$ cat src/rtl/mmio_uart_tx_responder_if.sv
// Data-bus view shared by the core (master) and the UART TX responder (slave).
interface mmio_uart_tx_responder_if #(
  parameter int unsigned DATA_WIDTH = 32
);
  logic [31:0]           Address;
  logic [DATA_WIDTH-1:0] WriteData;
  logic                  MemWrite;
  logic                  MemRead;
  logic [DATA_WIDTH-1:0] ReadData;
  logic                  hit;

  modport master (
    output Address, WriteData, MemWrite, MemRead,
    input  ReadData, hit
  );

  modport slave (
    input  Address, WriteData, MemWrite, MemRead,
    output ReadData, hit
  );
endinterface

$ cat src/rtl/mmio_uart_tx_responder.sv
// Memory-mapped UART transmitter: stores to TXDATA fill a TX FIFO drained by a serial FSM.
// Optional even-parity bit is compiled in with macro UART_TX_PARITY_EN.
module mmio_uart_tx_responder #(
  parameter logic [31:0] BASE_ADDR    = 32'h1001_0000,
  parameter int unsigned FIFO_DEPTH   = 4,
  parameter logic [15:0] CLKS_PER_BIT = 16'd16,
  parameter int unsigned DATA_WIDTH   = 32
) (
  input  logic                       clk,
  input  logic                       reset,
  mmio_uart_tx_responder_if.slave    bus,
  output logic                       tx,
  output logic                       tx_busy
);

  localparam int unsigned PW = $clog2(FIFO_DEPTH);
  localparam int unsigned CW = $clog2(FIFO_DEPTH) + 1;

`ifdef UART_TX_PARITY_EN
  localparam logic PARITY_PRESENT = 1'b1;
  typedef enum logic [2:0] {ST_IDLE, ST_START, ST_DATA, ST_PARITY, ST_STOP} state_e;
`else
  localparam logic PARITY_PRESENT = 1'b0;
  typedef enum logic [1:0] {ST_IDLE, ST_START, ST_DATA, ST_STOP} state_e;
`endif

  state_e        state_q, state_d;
  logic [15:0]   cnt_q, cnt_d;
  logic [15:0]   bit_div_q, bit_div_d;
  logic [2:0]    bit_idx_q, bit_idx_d;
  logic [7:0]    shift_q, shift_d;
`ifdef UART_TX_PARITY_EN
  logic          parity_q, parity_d;
`endif
  logic [7:0]    fifo_q [FIFO_DEPTH];
  logic [PW-1:0] rd_ptr_q, rd_ptr_d;
  logic [PW-1:0] wr_ptr_q, wr_ptr_d;
  logic [CW-1:0] count_q, count_d;
  logic          overflow_q, overflow_d;
  logic [15:0]   baud_q, baud_d;

  logic          wr_en, push_req, push_ok, pop, full, empty, bit_end;
  logic [1:0]    offset;
  logic [15:0]   eff_div;
  logic          unused_bits;

  assign unused_bits = ^{bus.Address[1:0], bus.WriteData[DATA_WIDTH-1:16]};

  assign bus.hit  = (bus.Address[31:4] == BASE_ADDR[31:4]);
  assign offset   = bus.Address[3:2];
  assign wr_en    = bus.hit && bus.MemWrite;
  assign push_req = wr_en && (offset == 2'd0);
  assign full     = (count_q == CW'(FIFO_DEPTH));
  assign empty    = (count_q == '0);
  assign tx_busy  = (state_q != ST_IDLE) || !empty;
  assign eff_div  = (baud_q == '0) ? 16'd1 : baud_q;
  assign bit_end  = (cnt_q == bit_div_q - 16'd1);
  // A full FIFO still accepts a push when the FSM pops in the same cycle.
  assign push_ok  = push_req && (!full || pop);

  always_comb begin
    bus.ReadData = '0;
    if (bus.hit && bus.MemRead) begin
      case (offset)
        2'd1:    bus.ReadData[4:0]  = {PARITY_PRESENT, overflow_q, tx_busy, empty, full};
        2'd2:    bus.ReadData[15:0] = baud_q;
        default: bus.ReadData = '0;
      endcase
    end
  end

  always_comb begin
    state_d   = state_q;
    cnt_d     = cnt_q;
    bit_div_d = bit_div_q;
    bit_idx_d = bit_idx_q;
    shift_d   = shift_q;
`ifdef UART_TX_PARITY_EN
    parity_d  = parity_q;
`endif
    pop       = 1'b0;
    tx        = 1'b1;
    case (state_q)
      ST_IDLE: begin
        if (!empty) begin
          pop       = 1'b1;
          shift_d   = fifo_q[rd_ptr_q];
`ifdef UART_TX_PARITY_EN
          parity_d  = ^fifo_q[rd_ptr_q];
`endif
          bit_div_d = eff_div;
          cnt_d     = '0;
          state_d   = ST_START;
        end
      end
      ST_START: begin
        tx = 1'b0;
        if (bit_end) begin
          cnt_d     = '0;
          bit_idx_d = '0;
          state_d   = ST_DATA;
        end else begin
          cnt_d = cnt_q + 16'd1;
        end
      end
      ST_DATA: begin
        tx = shift_q[0];
        if (bit_end) begin
          cnt_d   = '0;
          shift_d = shift_q >> 1;
          if (bit_idx_q == 3'd7) begin
`ifdef UART_TX_PARITY_EN
            state_d = ST_PARITY;
`else
            state_d = ST_STOP;
`endif
          end else begin
            bit_idx_d = bit_idx_q + 3'd1;
          end
        end else begin
          cnt_d = cnt_q + 16'd1;
        end
      end
`ifdef UART_TX_PARITY_EN
      ST_PARITY: begin
        tx = parity_q;
        if (bit_end) begin
          cnt_d   = '0;
          state_d = ST_STOP;
        end else begin
          cnt_d = cnt_q + 16'd1;
        end
      end
`endif
      ST_STOP: begin
        tx = 1'b1;
        if (bit_end) begin
          cnt_d   = '0;
          state_d = ST_IDLE;
        end else begin
          cnt_d = cnt_q + 16'd1;
        end
      end
      default: state_d = ST_IDLE;
    endcase
  end

  always_comb begin
    wr_ptr_d   = push_ok ? wr_ptr_q + PW'(1) : wr_ptr_q;
    rd_ptr_d   = pop ? rd_ptr_q + PW'(1) : rd_ptr_q;
    count_d    = count_q;
    case ({push_ok, pop})
      2'b10:   count_d = count_q + CW'(1);
      2'b01:   count_d = count_q - CW'(1);
      default: count_d = count_q;
    endcase
    overflow_d = overflow_q;
    if (wr_en && (offset == 2'd1) && bus.WriteData[3]) overflow_d = 1'b0;
    if (push_req && full && !pop) overflow_d = 1'b1;
    baud_d     = baud_q;
    if (wr_en && (offset == 2'd2)) baud_d = bus.WriteData[15:0];
  end

  always_ff @(posedge clk) begin
    if (!reset) begin
      state_q    <= ST_IDLE;
      cnt_q      <= '0;
      bit_div_q  <= 16'd1;
      bit_idx_q  <= '0;
      shift_q    <= '0;
`ifdef UART_TX_PARITY_EN
      parity_q   <= 1'b0;
`endif
      rd_ptr_q   <= '0;
      wr_ptr_q   <= '0;
      count_q    <= '0;
      overflow_q <= 1'b0;
      baud_q     <= CLKS_PER_BIT;
    end else begin
      state_q    <= state_d;
      cnt_q      <= cnt_d;
      bit_div_q  <= bit_div_d;
      bit_idx_q  <= bit_idx_d;
      shift_q    <= shift_d;
`ifdef UART_TX_PARITY_EN
      parity_q   <= parity_d;
`endif
      rd_ptr_q   <= rd_ptr_d;
      wr_ptr_q   <= wr_ptr_d;
      count_q    <= count_d;
      overflow_q <= overflow_d;
      baud_q     <= baud_d;
    end
  end

  // Storage needs no reset: the pointers and count define what is valid.
  always_ff @(posedge clk) begin
    if (reset && push_ok) fifo_q[wr_ptr_q] <= bus.WriteData[7:0];
  end

endmodule

$ cat src/flat_wrapper.sv
// flat-port wrapper written by rule: the top's interface ports become plain ports
module mmio_uart_tx_responder_flat 
#(
  parameter logic [31:0] BASE_ADDR    = 32'h1001_0000,
  parameter int unsigned FIFO_DEPTH   = 4,
  parameter logic [15:0] CLKS_PER_BIT = 16'd16,
  parameter int unsigned DATA_WIDTH   = 32
)
  (clk, reset, tx, tx_busy, bus_Address, bus_WriteData, bus_MemWrite, bus_MemRead, bus_ReadData, bus_hit);
  mmio_uart_tx_responder_if #(.DATA_WIDTH(DATA_WIDTH)) bus_i ();
  input  logic clk;
  input  logic reset;
  output logic tx;
  output logic tx_busy;
  input wire logic [$bits(bus_i.Address)-1:0] bus_Address;
  input wire logic [$bits(bus_i.WriteData)-1:0] bus_WriteData;
  input wire logic [$bits(bus_i.MemWrite)-1:0] bus_MemWrite;
  input wire logic [$bits(bus_i.MemRead)-1:0] bus_MemRead;
  output wire logic [$bits(bus_i.ReadData)-1:0] bus_ReadData;
  output wire logic [$bits(bus_i.hit)-1:0] bus_hit;
  assign bus_i.Address = bus_Address;
  assign bus_i.WriteData = bus_WriteData;
  assign bus_i.MemWrite = bus_MemWrite;
  assign bus_i.MemRead = bus_MemRead;
  assign bus_ReadData = bus_i.ReadData;
  assign bus_hit = bus_i.hit;
  mmio_uart_tx_responder #(.BASE_ADDR(BASE_ADDR), .FIFO_DEPTH(FIFO_DEPTH), .CLKS_PER_BIT(CLKS_PER_BIT), .DATA_WIDTH(DATA_WIDTH)) u_core (.clk(clk), .reset(reset), .bus(bus_i), .tx(tx), .tx_busy(tx_busy));
endmodule
$ cat config.mk
export PLATFORM = sky130hd
export DESIGN_NAME = mmio_uart_tx_responder_flat
export DESIGN_NICKNAME = d
export VERILOG_FILES = /design/src/rtl/mmio_uart_tx_responder_if.sv /design/src/rtl/mmio_uart_tx_responder.sv /design/src/flat_wrapper.sv
export SDC_FILE = /design/constraint.sdc
export NUM_CORES = 1
export LEC_CHECK = 0
export CORE_UTILIZATION = 25
export DETAILED_ROUTE_END_ITERATION = 10
export GPL_TIMING_DRIVEN = 0
export HOLD_SLACK_MARGIN = 0.02
export PLACE_DENSITY = 0.42
export SYNTH_ARGS = -nofsm -noshare
export SYNTH_HDL_FRONTEND = slang
export SYNTH_SLANG_ARGS = --single-unit
$ cat constraint.sdc
create_clock -name clk -period 2.55 [get_ports clk]
set_input_delay 0.255 -clock clk [delete_from_list [all_inputs] [get_ports clk]]
set_output_delay 0.255 -clock clk [all_outputs]
set_load 0.01 [all_outputs]
=== Word-level counts from Yosys, hierarchy flattened ===
Memory sizes are Yosys's and may differ from the RTL's. A register that Yosys moved wholly into a read port is not among the register bits.
Index checks and enable logic that the tools add are counted.

* Add/subtract/negate cells: 7
* Equality and inequality tests: 17
* Mux-type cells: 30
* Bitwise gates (word level): 1
* Reductions and logical operators: 29

{| class="wikitable"
|+ Operator list
! operator !! number
|-
| two-way mux 16 bit || 4
|-
| one-hot mux 16 bit (2 select lines) || 1
|-
| equality test 28 x 25 -> 1 bit (second input constant) || 1
|-
| adder 16 x 1 -> 16 bit (second input constant) || 1
|-
| equality test 16 bit || 1
|-
| logical NOT 16 bit || 1
|-
| two-way mux 8 bit || 2
|-
| one-hot mux 8 bit (2 select lines) || 1
|-
| subtractor 16 x 1 -> 16 bit (second input constant) || 1
|-
| two-way mux 2 bit || 7
|-
| one-hot mux 3 bit (2 select lines) || 2
|-
| two-way mux 11 bit || 1
|-
| logical AND 1 bit || 10
|-
| one-hot mux 5 bit (2 select lines) || 1
|-
| nonzero test 2 bit || 5
|-
| two-way mux 3 bit || 3
|-
| equality test 2 bit (second input constant) || 4
|-
| inequality test 2 x 1 -> 1 bit (second input constant) || 4
|-
| one-hot mux 2 bit (4 select lines) || 1
|-
| adder 3 x 1 -> 3 bit (second input constant) || 2
|-
| equality test 2 x 1 -> 1 bit (second input constant) || 3
|-
| equality test 3 bit (second input constant) || 2
|-
| two-way mux 1 bit || 6
|-
| AND reduction 5 bit || 1
|-
| other kinds (13) || 19
|}

* Bits in registers: 69
* Bits in writable memories: 32
* Output and inout port bits: 35
* Word-level logic and storage cells: 95
* Memories kept: 1

{| class="wikitable"
|+ Memories
! memory !! depth !! bits a word !! read ports !! clocked after Yosys merged registers in !! write ports !! line !! source
|-
| u_core.fifo_q || 4 || 8 || 1 || 1 || 1 || mmio_uart_tx_responder.sv:35 || <nowiki>logic [7:0] fifo_q [FIFO_DEPTH];</nowiki>
|}

=== Depth between registers and ports, before layout ===
Gate-level depths: netlist of run 1.

* Depth after elaboration: 8
* Mapped depth: 13

=== Least setup slack after synthesis of run 1 ===
Ideal clock, no wire load.

* Path type: reg2reg
* Start: register u_core.state_q[0]
* End: register u_core.count_q[2]
* Arrival: 2,468 ps
* Path slack: 12 ps
* Cell stages (with the launch flop): 13
* Path buffers: 2
* Period minus slack after synthesis: 2,538 ps
* Cell sequence: dfxtp_1 > inv_1 > ha_1 > nand2b_1 > clkbuf_1 > inv_2 > buf_1 > ha_1 > inv_1 > fa_1 > xor2_1 > or3_1 > a21oi_1

* Word-level cells in the longest chain between the ends: 6

{| class="wikitable"
|+ RTL lines
! item !! line !! source
|-
| start: declaration || mmio_uart_tx_responder.sv:27 || <nowiki>state_e state_q, state_d;</nowiki>
|-
| start signal: assignment || mmio_uart_tx_responder.sv:180 || <nowiki>state_q <= state_d;</nowiki>
|-
| logical NOT 2 bit * || mmio_uart_tx_responder.sv:83 || <nowiki>case (state_q)</nowiki>
|-
| two-way mux 1 bit * || mmio_uart_tx_responder.sv:83 ||
|-
| via u_core.pop || mmio_uart_tx_responder.sv:42 || <nowiki>logic wr_en, push_req, push_ok, pop, full, empty, bit_end;</nowiki>
|-
| logical OR 1 bit || mmio_uart_tx_responder.sv:59 || <nowiki>assign push_ok = push_req && (!full || pop);</nowiki>
|-
| logical AND 1 bit || mmio_uart_tx_responder.sv:59 ||
|-
| equality test 2 x 1 -> 1 bit / equality test 2 bit (equally long branches) || mmio_uart_tx_responder.sv:152 || <nowiki>case ({push_ok, pop})</nowiki>
|-
| one-hot mux 3 bit (2 select lines) / nonzero test 2 bit (equally long branches) || -- ||
|-
| end signal: assignment || mmio_uart_tx_responder.sv:190 || <nowiki>count_q <= count_d;</nowiki>
|-
| end: declaration || mmio_uart_tx_responder.sv:38 || <nowiki>logic [CW-1:0] count_q, count_d;</nowiki>
|}

Mark *: on every way through the listed nets, which the timed path passes. The rest lies on a longest branch.
A chain may end at the register's enable or synchronous reset.

=== Worst setup path in the final report of run 1 ===
* Start: register u_core.bit_div_q[0]
* End: register u_core.bit_idx_q[0]

* Word-level cells in the longest chain between the ends: 4

{| class="wikitable"
|+ RTL lines
! item !! line !! source
|-
| start: declaration || mmio_uart_tx_responder.sv:29 || <nowiki>logic [15:0] bit_div_q, bit_div_d;</nowiki>
|-
| start signal: assignment || mmio_uart_tx_responder.sv:182 || <nowiki>bit_div_q <= bit_div_d;</nowiki>
|-
| subtractor 16 x 1 -> 16 bit * || mmio_uart_tx_responder.sv:57 || <nowiki>assign bit_end = (cnt_q == bit_div_q - 16'd1);</nowiki>
|-
| equality test 16 bit * || mmio_uart_tx_responder.sv:57 ||
|-
| inequality test 2 x 1 -> 1 bit (no source line) || -- ||
|-
| AND reduction 4 bit (no source line) * || -- ||
|-
| end signal: assignment || mmio_uart_tx_responder.sv:183 || <nowiki>bit_idx_q <= bit_idx_d;</nowiki>
|-
| end: declaration || mmio_uart_tx_responder.sv:30 || <nowiki>logic [2:0] bit_idx_q, bit_idx_d;</nowiki>
|}

Mark *: on every way between the ends. The rest lies on a longest branch, timed or not.

==> results of run 1 <==
-- registers in the layout, summed over array words and instances, names as in the netlist, 2 cells and up, named ones only --
signal / cells
u_core.bit_div_q: 16
u_core.fifo_q: 32
u_core.wr_ptr_q: 2
u_core.cnt_q: 16
u_core.baud_q: 16
u_core.rd_ptr_q: 2
u_core.count_q: 3
u_core.state_q: 2
u_core.bit_idx_q: 3
u_core.shift_q: 8
-- Yosys cell counts, drive strengths merged (2+ instances only) --
master / count
a2111oi: 2
a211o: 2
a21oi: 58
a22o: 6
a22oi: 4
a311oi: 8
a31o: 3
a31oi: 16
a32oi: 2
and2: 17
and3: 12
buf: 25
clkbuf: 22
dfxtp: 71
edfxtp: 32
ha: 17
inv: 27
mux2i: 3
mux4: 8
nand2: 94
nand2b: 7
nand3: 14
nand4: 7
nand4b: 2
nor2: 32
nor3: 7
nor4: 16
nor4b: 3
o21ai: 12
o31ai: 2
or2: 3
or3: 3
or4: 2
xnor2: 14
xor2: 10
-- final cells by class --
class | instances | area [um2]
sequential | 103 | 2400
tap | 275 | 344
timing repair buffer | 100 | 922
inverter | 27 | 104
buffer | 42 | 278
multi-input combinational | 415 | 3210
clock buffer | 9 | 225
clock inverter | 7 | 91.3
fill | 2179 | 13400
-- metrics by stage --
| stage | hold WS [ns] | std cells | setup WS [ns] |
|---|---|---|---|
| floorplan | 0.354 | 592 | 0.0116 |
| global placement | 0.463 | 935 | -0.803 |
| detailed placement | 0.472 | 935 | -0.813 |
| CTS | 0.425 | 975 | -0.139 |
| global route | 0.436 | 978 | -0.182 |
| finish | 0.431 | 978 | -0.0443 |
-- report_power, final --
group | internal (mW) | total [mW] | switching, mW
registers | 1.73 | 1.75 | 0.0273
clock network | 0.726 | 1.47 | 0.749
logic | 0.116 | 0.204 | 0.0876
total | 2.57 | 3.43 | 0.863
-- how the worst max path moves through the flow --
| stage | startpoint | to | slack, ns | depth (start not counted) |
|---|---|---|---|---|
| final | u_core.bit_div_q[0] | u_core.bit_idx_q[0] | -0.04 | 12 |
| after global routing | u_core.bit_div_q[2] | u_core.bit_idx_q[1] | -0.18 | 8 |
| after CTS | bus_Address[14] | u_core.fifo_q[2][7] | -0.14 | 8 |
| after detailed placement | bus_Address[14] | u_core.fifo_q[0][1] | -0.81 | 8 |
| after global placement | bus_Address[14] | u_core.fifo_q[3][2] | -0.80 | 8 |
| after floorplan | u_core.state_q[0] | u_core.count_q[2] | 0.01 | 12 |
-- worst reg2reg max path, stage by stage (launching register included) --
cell and delay [ns]:
dfxtp_1 0.33, buf_6 0.12, inv_1 0.07, ha_4 0.18, buf_4 0.13, and2_4 0.16
o21ai_2 0.14, a31oi_2 0.15, nor2_2 0.14, nand4_1 0.11, or4_4 0.54, nor4_4 0.28
mux2_4 0.20
-- layer usage --
| metal | track usage [%] | vias up | wire, um |
|---|---|---|---|
| li1 | - | 2275 | - |
| met1 | 17.7 | 2159 | 6790 |
| met2 | 23.6 | 78 | 7220 |
| met3 | 3.12 | 13 | 525 |
| met4 | 3.66 | 0 | 161 |
| met5 | 0 | - | 0 |
-- kinds of logic (layout without fill, tap and decap cells) --
logic type      after synthesis  in the layout  synth area share [%]
simple gates                222            222                  20.9
flops                       103            103                  44.7
xor+xnor                     24             24                  3.95
other cells                   1             16                0.0704
mux                          12             12                  4.16
fa+ha+maj                    18             18                  4.37
compound gates              123            123                  15.0
buf+inv                      74            185                  6.83
-- what timing repair did --
item,CTS,global route
endpoints found under the hold margin,0,0
gates resized for setup,98,98
setup buffers,23,8
gates cloned,2,0
pin swaps,27,47
endpoints found under the setup margin,81,73
==> metrics.md, run 1 <==
| Metric | Value |
|---|---|
| Detailed Route WL | 14700 um |
| Util after Layout | 36.1% |
| Most frequent cells in the layout | nand2_1, dfxtp_1, clkdlybuf4s50_1 |
| Clock transition at the registers of the reported paths | 0.09 ns |
| GRT Util Overall | 13.9% |
| Design Power | 3.43 mW |
| Fmax | 385 MHz |
| Congestion Overflow GR | 0 |
| Vias in the first global route | 4558 |
| GPL Wtd Cong | 0.755 |
| Worst R2R Setup Slack | -0.04 ns |
| Status | finished, violations left |
| Critical path's slowest cell | or4_4 |
| Fin crit period | 2.59 ns |
| Asr flop ratio synth | 0% |
| Hold Violations, Final | 0 |
| Failing checks | setup timing |
| Post-synthesis sequential area ratio | 44.7% |
| Period utilization | 102% |
| Crit Path Max Fanout | 5 |
| Number of library cell types mapped by synthesis | 62 |
| CTS Buf Count | 9 |
| Pwr/cell area | 453 nW/um2 |
| Fin nets | 784 |
| Synth top area cells | dfxtp_1, edfxtp_1, nand2_1 |
| CP bufs+invs | 3 |
| Worst-path cell chain | buf_6 > inv_1 > ha_4 > buf_4 > and2_4 > o21ai_2 > a31oi_2 > nor2_2 > nand4_1 > or4_4 > nor4_4 > mux2_4 |
| Relative slew slack | 51.2% |
| Site Rows | 53 |
| CP Launch Type | register |
| TritonCTS clock tree | yes |
| Yosys top cell area share | 26.7% |
| Worst hold path type | input pin to register |
| Clock net sink count | 103 |
| Largest area contributor in the netlist | dfxtp_1 |
| CTS Buffer Depth | 2 |
| Wire per inst | 15.0 um |
| Reg2reg end | u_core.bit_idx_q[0] |
| Synth Warn # | 0 |
| Dpl hpwl | 10600 um |
| Hold-fix buffers, CTS | 0 |
| Most common cell after layout, fill and taps aside | nand2_1 |
| Pleak | 2.76 nW |
| CP max stage delay | 0.54 ns |
| Ports | 103 |
| Crit path DAT | 2.90 ns |
| Routed Antenna Nets | 0 |
| Layout cell share with drive strength beyond 1 | 27.7% |
| DIE AREA | 21900 um2 |
| R2R depth | 12 |
| HP Start | bus_WriteData[13] |
| Chip Height | 148 um |
| Worst-Skew Late Latency | 0.36 ns |
| Synth Flop Type | dfxtp_1 |
| Hold Path End | u_core.baud_q[13] |
| CP top delay family | simple AND/OR/NAND/NOR gates |
| Post-route DRC | 0 |
| CP required | 2.85 ns |
| Die Wd | 148 um |
| Antenna violations before repair | 0 |
| CP Class | register to register |
| First-pass GRT wire length | 23600 um |
| 1st-iter DRT viols | 232 |
| Syn avg cell area | 9.23 um2 |
| Post-Syn Area | 5330 um2 |
| Final slew viol count | 0 |
| Worst reg2reg path startpoint | u_core.bit_div_q[0] |
| TritonRoute pass-1 iters | 4 |
| Worst Tran Pin Value | 0.732 ns |
| Area delta synth->final | 42.1% |
| Design area | 7570 um2 |
| Cell count after synthesis | 577 |
| Synth Register Bits | 103 |
| Post-synth EDFFs | 32 |
| Max-Cap Viols | 0 |
| Core ar. | 21000 um2 |
| Setup TNS | -0.383 ns |
| Worst setup EP type | register |
| Routed vias/inst | 4.63 |
| Starting Density | 25.4% |
| Setup violations, final | 20 |
| Htree depth | 3 |
| Largest net degree at the start of global routing | 24 |
| Antenna cells | 0 |
| Worst hold stages | 3 |
| Max VDD drop | 0.326 mV |
| Final Worst Setup Slack | -0.0443 ns |
| Root Driver | clkbuf_16 |
| Unrepaired setup endpoints after global routing | yes |
| Worst Skew | 0.0101 ns |
| IO Port Bufs | 68 |
| DP Area | 6410 um2 |
| Via count | 4525 |
Note: power is estimated with default switching activity, not from simulation.
==> run 2: changes to the inputs <==
--- a/config.mk
+++ b/config.mk
@@ -9,7 +9,6 @@
 export DETAILED_ROUTE_END_ITERATION = 10
 export GPL_TIMING_DRIVEN = 0
 export HOLD_SLACK_MARGIN = 0.02
-export PLACE_DENSITY = 0.42
 export SYNTH_ARGS = -nofsm -noshare
 export SYNTH_HDL_FRONTEND = slang
 export SYNTH_SLANG_ARGS = --single-unit
==> metrics.md, run 2 (synthesis results as in run 1) <==
| Metric | Value |
|---|---|
| Status | finished, violations left |
| Failing checks | setup timing |
| Max-Cap Viols | 0 (unchanged) |
| Via count | 4579 (+1.2%) |
| Congestion Overflow GR | 0 (unchanged) |
| Worst reg2reg path startpoint | u_core.bit_div_q[4] |
| Fin nets | 779 (-0.64%) |
| Site Rows | 53 (unchanged) |
| 1st-iter DRT viols | 268 (+16%) |
| Period utilization | 102% (-0.17 points) |
| Routed vias/inst | 4.71 (+1.7%) |
| IO Port Bufs | 68 (unchanged) |
| Power share of the sequential group | 52.0% (+0.9 points) |
| Routed Antenna Nets | 0 (unchanged) |
| Worst-path cell chain | nor4_4 > buf_4 > and4bb_1 > o21ai_4 > a2111oi_4 > nand4bb_4 > o211a_4 > buf_8 > clkbuf_16 > a22o_1 |
| DP Area | 6410 um2 (unchanged) |
| R2R depth | 10 (-2) |
| GRT Util Overall | 12.1% (-1.8 points) |
| Final slew viol count | 0 (unchanged) |
| Most common cell after layout, fill and taps aside | nand2_1 |
| Clock transition at the registers of the reported paths | 0.08 ns (about the same) |
| Area delta synth->final | 38.8% |
| Hold Violations, Final | 0 (unchanged) |
| Unrepaired setup endpoints after global routing | yes |
| Most Used Layer, Global Route | met2 |
| Worst-Skew Late Latency | 0.36 ns (about the same) |
| Starting Density | 25.4% (unchanged) |
| CTS Buf Count | 9 (unchanged) |
| DIE AREA | 21900 um2 (unchanged) |
| Worst R2R Setup Slack | -0.04 ns (about the same) |
| CTS Buffer Depth | 2 (unchanged) |
| Detailed Route WL | 13500 um (-8.3%) |
| Hold Path End | u_core.baud_q[14] |
| Core ar. | 21000 um2 (unchanged) |
| Net Sw Frac | 24.4% (-0.76 points) |
| Placed cells | 935 (unchanged) |
| Util after Layout | 35.3% (-0.82 points) |
| Final cell count without fillers | 973 (-0.51%) |
| Internal power | 2.55 mW (-0.70%) |
| HP Start | bus_WriteData[14] |
| CP max stage delay | 0.43 ns (-0.11 ns) |
| Worst setup EP type | register |
| Crit path DAT | 2.84 ns (-0.06 ns) |
| Max VDD drop | 0.285 mV (-13%) |
| Ports | 103 (unchanged) |
| Comb pwr share | 5.9% (about the same) |
| Root Driver | clkbuf_16 |
| Pleak | 2.78 nW (+0.71%) |
| Htree depth | 3 (unchanged) |
| Switch Pwr | 0.823 mW (-4.7%) |
| Reg with most FFs | u_core.fifo_q |
| Met2 capacity usage during global routing | 20.1% (-3.5 points) |
| Fmax | 386 MHz (+0.17%) |
| Critical path's slowest cell | a2111oi_4 |
| Worst hold stages | 3 (unchanged) |
| TritonRoute pass-1 iters | 5 (+1) |
| Relative slew slack | 55.9% (+4.7 points) |
| Vias in the first global route | 4194 (-8.0%) |
| CP Class | register to register |
| Met1 Resource Use GR | 15.9% (-1.7 points) |
| GPL Wtd Cong | 0.791 (+4.9%) |
| Chip Height | 148 um (unchanged) |
| Largest net degree at the start of global routing | 23 (-4.2%) |
| CP top delay family | compound AO/OA/AOI/OAI gates |
| TritonCTS clock tree | yes |
| Worst Tran Pin Value | 0.661 ns (-0.0708 ns) |
| Design area | 7400 um2 (-2.3%) |
| Post-route DRC | 0 (unchanged) |
| Met3 usage | 2.31% (-0.80 points) |
| Most frequent cells in the layout | nand2_1, dfxtp_1, clkdlybuf4s50_1 |
| CP bufs+invs | 3 (unchanged) |
| Final Worst Setup Slack | -0.0399 ns (+0.00437 ns) |
| Layout cell share with drive strength beyond 1 | 23.4% (-4.4 points) |
| Antenna cells | 0 (unchanged) |
| Dpl hpwl | 9510 um (-10%) |
| Crit Path Max Fanout | 6 (+1) |
| Reg2reg end | u_core.cnt_q[8] |
| Clock network power share | 42.1% (-0.9 points) |
| Max reg flops | 32 (unchanged) |
| Die Wd | 148 um (unchanged) |
| Setup violations, final | 10 (-50%) |
| Wire per inst | 13.9 um (-7.8%) |
| CP required | 2.80 ns (-0.05 ns) |
| Design Power | 3.37 mW (-1.7%) |
| Worst hold path type | input pin to register |
| First-pass GRT wire length | 21200 um (-10%) |
| Fin crit period | 2.59 ns (-0.00437 ns) |
| CP Launch Type | register |
| Worst Skew | 0.00823 ns (-0.00186 ns) |
| Pwr/cell area | 456 nW/um2 (+0.59%) |
| Clock net sink count | 103 (unchanged) |
| Antenna violations before repair | 0 (unchanged) |
-- run 2: worst max-delay path by stage --
stage	from	endpoint	slack, ns	cells past startpoint
final	u_core.bit_div_q[4]	u_core.cnt_q[8]	-0.04	10
after global routing	u_core.bit_div_q[1]	u_core.cnt_q[11]	-0.17	12
after CTS	u_core.bit_div_q[6]	u_core.cnt_q[8]	-0.008	10
after detailed placement	bus_Address[14]	u_core.fifo_q[1][1]	-0.54	8
after global placement	bus_Address[14]	u_core.fifo_q[1][1]	-0.52	8
after floorplan	u_core.state_q[0]	u_core.count_q[2]	0.01	12
-- run 2: area by class of cell --
cell class                 count  area (um2)
inverter                      27         109
clock buffer                   9         225
fill                        2151       13600
buffer                        43         289
sequential                   103        2400
clock inverter                 7        88.8
timing repair buffer          94         928
tap                          275         344
multi-input combinational    415        3010
-- run 2: metal layers --
metal | vias up | share of wire [%]
met3 | 15 | 4.5
li1 | 2269 | -
met4 | 0 | 1.6
met1 | 2176 | 45
met5 | - | 0
met2 | 119 | 49
-- run 2: power by group through the flow --
stage | clock network [mW] | logic [mW] | registers (mW)
floorplan | 0 | 0.0862 | 1.78
global placement | 0 | 0.188 | 1.79
detailed placement | 0 | 0.191 | 1.79
CTS | 1.47 | 0.193 | 1.75
global route | 1.51 | 0.218 | 1.76
finish | 1.42 | 0.198 | 1.75
-- run 2: through the flow --
stage | worst slack (ns) | setup TNS (ns) | hold WS [ns]
after floorplan | 0.0116 | 0 | 0.354
after global placement | -0.522 | -32.07 | 0.464
after detailed placement | -0.542 | -33.75 | 0.473
after CTS | -0.00805 | -0.0206 | 0.442
after global routing | -0.169 | -3.27 | 0.457
final | -0.0399 | -0.222 | 0.448
-- run 2: worst register-to-register path: cells and delay by family, from the launching register on --
| family | cells | cell delay [ns] |
|---|---|---|
| buffers and inverters | 3 | 0.47 |
| and+or+nand+nor | 3 | 0.69 |
| AOI/OAI and AO/OA | 4 | 0.98 |
| DFF | 1 | 0.35 |
-- run 2: what timing repair did --
action / in CTS / in global routing
hold buffers: 0 / 0
pin swaps: 18 / 37
cloned: 0 / 2
setup endpoints to repair: 81 / 69
resized for setup: 70 / 68
setup buffers: 14 / 10
==> run 3: changes to the inputs <==
--- a/config.mk
+++ b/config.mk
@@ -6,9 +6,11 @@
 export NUM_CORES = 1
 export LEC_CHECK = 0
 export CORE_UTILIZATION = 25
+export CTS_CLUSTER_SIZE = 25
 export DETAILED_ROUTE_END_ITERATION = 10
 export GPL_TIMING_DRIVEN = 0
 export HOLD_SLACK_MARGIN = 0.02
+export RECOVER_POWER = 25
 export SYNTH_ARGS = -nofsm -noshare
 export SYNTH_HDL_FRONTEND = slang
 export SYNTH_SLANG_ARGS = --single-unit
==> metrics.md, run 3 (synthesis results as in run 1) <==
| Metric | Value |
|---|---|
| Status | finished, violations left |
| Failing checks | setup timing |
| GPL Wtd Cong | 0.791 (unchanged) |
| CP required | 2.80 ns (about the same) |
| Antenna cells | 0 (unchanged) |
| Met3 usage | 2.31% (unchanged) |
| Pleak | 2.78 nW (about the same) |
| Detailed Route WL | 13500 um (about the same) |
| Relative slew slack | 55.9% (unchanged) |
| Clock net sink count | 103 (unchanged) |
| 1st-iter DRT viols | 268 (unchanged) |
| DIE AREA | 21900 um2 (unchanged) |
| Met1 Resource Use GR | 15.9% (unchanged) |
| First-pass GRT wire length | 21200 um (unchanged) |
| GRT Util Overall | 12.1% (unchanged) |
| Routed Antenna Nets | 0 (unchanged) |
| Worst Skew | 0.00823 ns (unchanged) |
| Met2 capacity usage during global routing | 20.1% (unchanged) |
| Fillcell total | 2151 (unchanged) |
| Site Rows | 53 (unchanged) |
| CP Class | register to register |
| Critical path's slowest cell | a2111oi_4 |
| Setup violations, final | 10 (unchanged) |
| Via count | 4576 (-0.066%) |
| Util after Layout | 35.3% (unchanged) |
| Fin crit period | 2.59 ns (-0.000109 ns) |
| Period utilization | 102% (about the same) |
| Pre-CTS setup slack | -0.542 ns (unchanged) |
| Root Driver | clkbuf_16 |
| Wire per inst | 13.9 um (about the same) |
| Most common cell after layout, fill and taps aside | nand2_1 |
| Crit Path Max Fanout | 6 (unchanged) |
| Max VDD drop | 0.285 mV (about the same) |
| Post-route DRC | 0 (unchanged) |
| TritonCTS clock tree | yes |
| Design area | 7400 um2 (unchanged) |
| Dpl hpwl | 9510 um (unchanged) |
| Worst hold-check slack | 0.448 ns (-0.0000330 ns) |
| Routed vias/inst | 4.70 (about the same) |
| Reg with most FFs | u_core.fifo_q |
| Area delta synth->final | 38.8% (unchanged) |
| Worst Tran Pin Value | 0.661 ns (unchanged) |
| Die Wd | 148 um (unchanged) |
| Final Worst Setup Slack | -0.0398 ns (+0.000110 ns) |
| Htree depth | 3 (unchanged) |
| Most Used Layer, Global Route | met2 |
| Worst-Skew Late Latency | 0.36 ns (about the same) |
| Unrepaired setup endpoints after global routing | yes |
| Pwr/cell area | 456 nW/um2 (about the same) |
| Worst-path cell chain | nor4_4 > buf_4 > and4bb_1 > o21ai_4 > a2111oi_4 > nand4bb_4 > o211a_4 > buf_8 > clkbuf_16 > a22o_1 |
| Worst setup EP type | register |
| Worst hold path type | input pin to register |
| Largest net degree at the start of global routing | 23 (unchanged) |
| Setup TNS | -0.221 ns (+0.00109 ns) |
| Antenna violations before repair | 0 (unchanged) |
| CTS Buf Count | 9 (unchanged) |
| Max reg flops | 32 (unchanged) |
| CP Launch Type | register |
| Layout cell share with drive strength beyond 1 | 23.4% (unchanged) |
| TritonRoute pass-1 iters | 5 (unchanged) |
| Fmax | 386 MHz (about the same) |
| Vias in the first global route | 4194 (unchanged) |
| CP max stage delay | 0.43 ns (about the same) |
| Congestion Overflow GR | 0 (unchanged) |
| Ports | 103 (unchanged) |
| Core ar. | 21000 um2 (unchanged) |
| Crit path DAT | 2.84 ns (about the same) |
| Final slew viol count | 0 (unchanged) |
| Hold Violations, Final | 0 (unchanged) |
| CTS Buffer Depth | 2 (unchanged) |
| DP Area | 6410 um2 (unchanged) |
| IO Port Bufs | 68 (unchanged) |
| Max-Cap Viols | 0 (unchanged) |
| Most frequent cells in the layout | nand2_1, dfxtp_1, a21oi_1 |
| Clock transition at the registers of the reported paths | 0.08 ns (about the same) |
| Chip Height | 148 um (unchanged) |
| Fin nets | 779 (unchanged) |
| Starting Density | 25.4% (unchanged) |
-- run 3: final timing paths --
| kind | depth (start not counted) | slack (ns) | endpoint | startpoint |
|---|---|---|---|---|
| setup / recovery | 10 | -0.04 | u_core.cnt_q[8] | u_core.bit_div_q[4] |
| hold reg to reg | 2 | 0.49 | u_core.shift_q[0] | u_core.shift_q[1] |
| setup reg to reg | 10 | -0.04 | u_core.cnt_q[8] | u_core.bit_div_q[4] |
| hold / removal | 3 | 0.45 | u_core.baud_q[14] | bus_WriteData[14] |
-- run 3: layer usage --
| layer | routed length (um) | share of wire, % |
|---|---|---|
| met5 | 0 | 0 |
| met1 | 6000 | 45 |
| met3 | 616 | 4.6 |
| met4 | 209 | 1.6 |
| met2 | 6650 | 49 |
-- run 3: final cells by class --
| cell class | instances | area, um2 | area share [%] |
|---|---|---|---|
| Timing Repair Buffer | 94 | 928 | 12.6 |
| Buffer | 43 | 289 | 3.91 |
| Inverter | 27 | 109 | 1.47 |
| Clock inverter | 7 | 88.8 | 1.20 |
| Multi-Input combinational cell | 415 | 3010 | 40.7 |
| Sequential cell | 103 | 2400 | 32.4 |
| Tap cell | 275 | 344 | 4.65 |
| Clock buffer | 9 | 225 | 3.05 |
-- run 3: power breakdown --
| group | total (mW) | internal, mW | leakage (nW) | switching (mW) |
|---|---|---|---|---|
| Clock | 1.42 | 0.709 | 0.153 | 0.712 |
| Combinational | 0.196 | 0.112 | 1.77 | 0.0834 |
| Sequential | 1.75 | 1.73 | 0.863 | 0.0273 |
| Total | 3.37 | 2.55 | 2.78 | 0.823 |
-- run 3: what timing repair did --
action                                  in CTS  in global routing
resized for setup                           70                 68
pin swaps                                   18                 37
buffers inserted                            14                 10
gates cloned                                 0                  2
hold endpoints to repair                     0                  0
hold buffers                                 0                  0
endpoints found under the setup margin      81                 69
-- run 3: critical path, delay by kind of cell (launching register included) --
kind | cells | cell delay, ns
DFF | 1 | 0.35
and+or+nand+nor | 3 | 0.69
AOI/OAI and AO/OA | 4 | 0.98
buffers and inverters | 3 | 0.47
-- run 3: through the flow --
stage / power [mW] / cells
detailed placement: 1.98 / 935
global placement: 1.98 / 935
finish: 3.37 / 973
floorplan: 1.87 / 592
CTS: 3.41 / 964
global route: 3.49 / 973
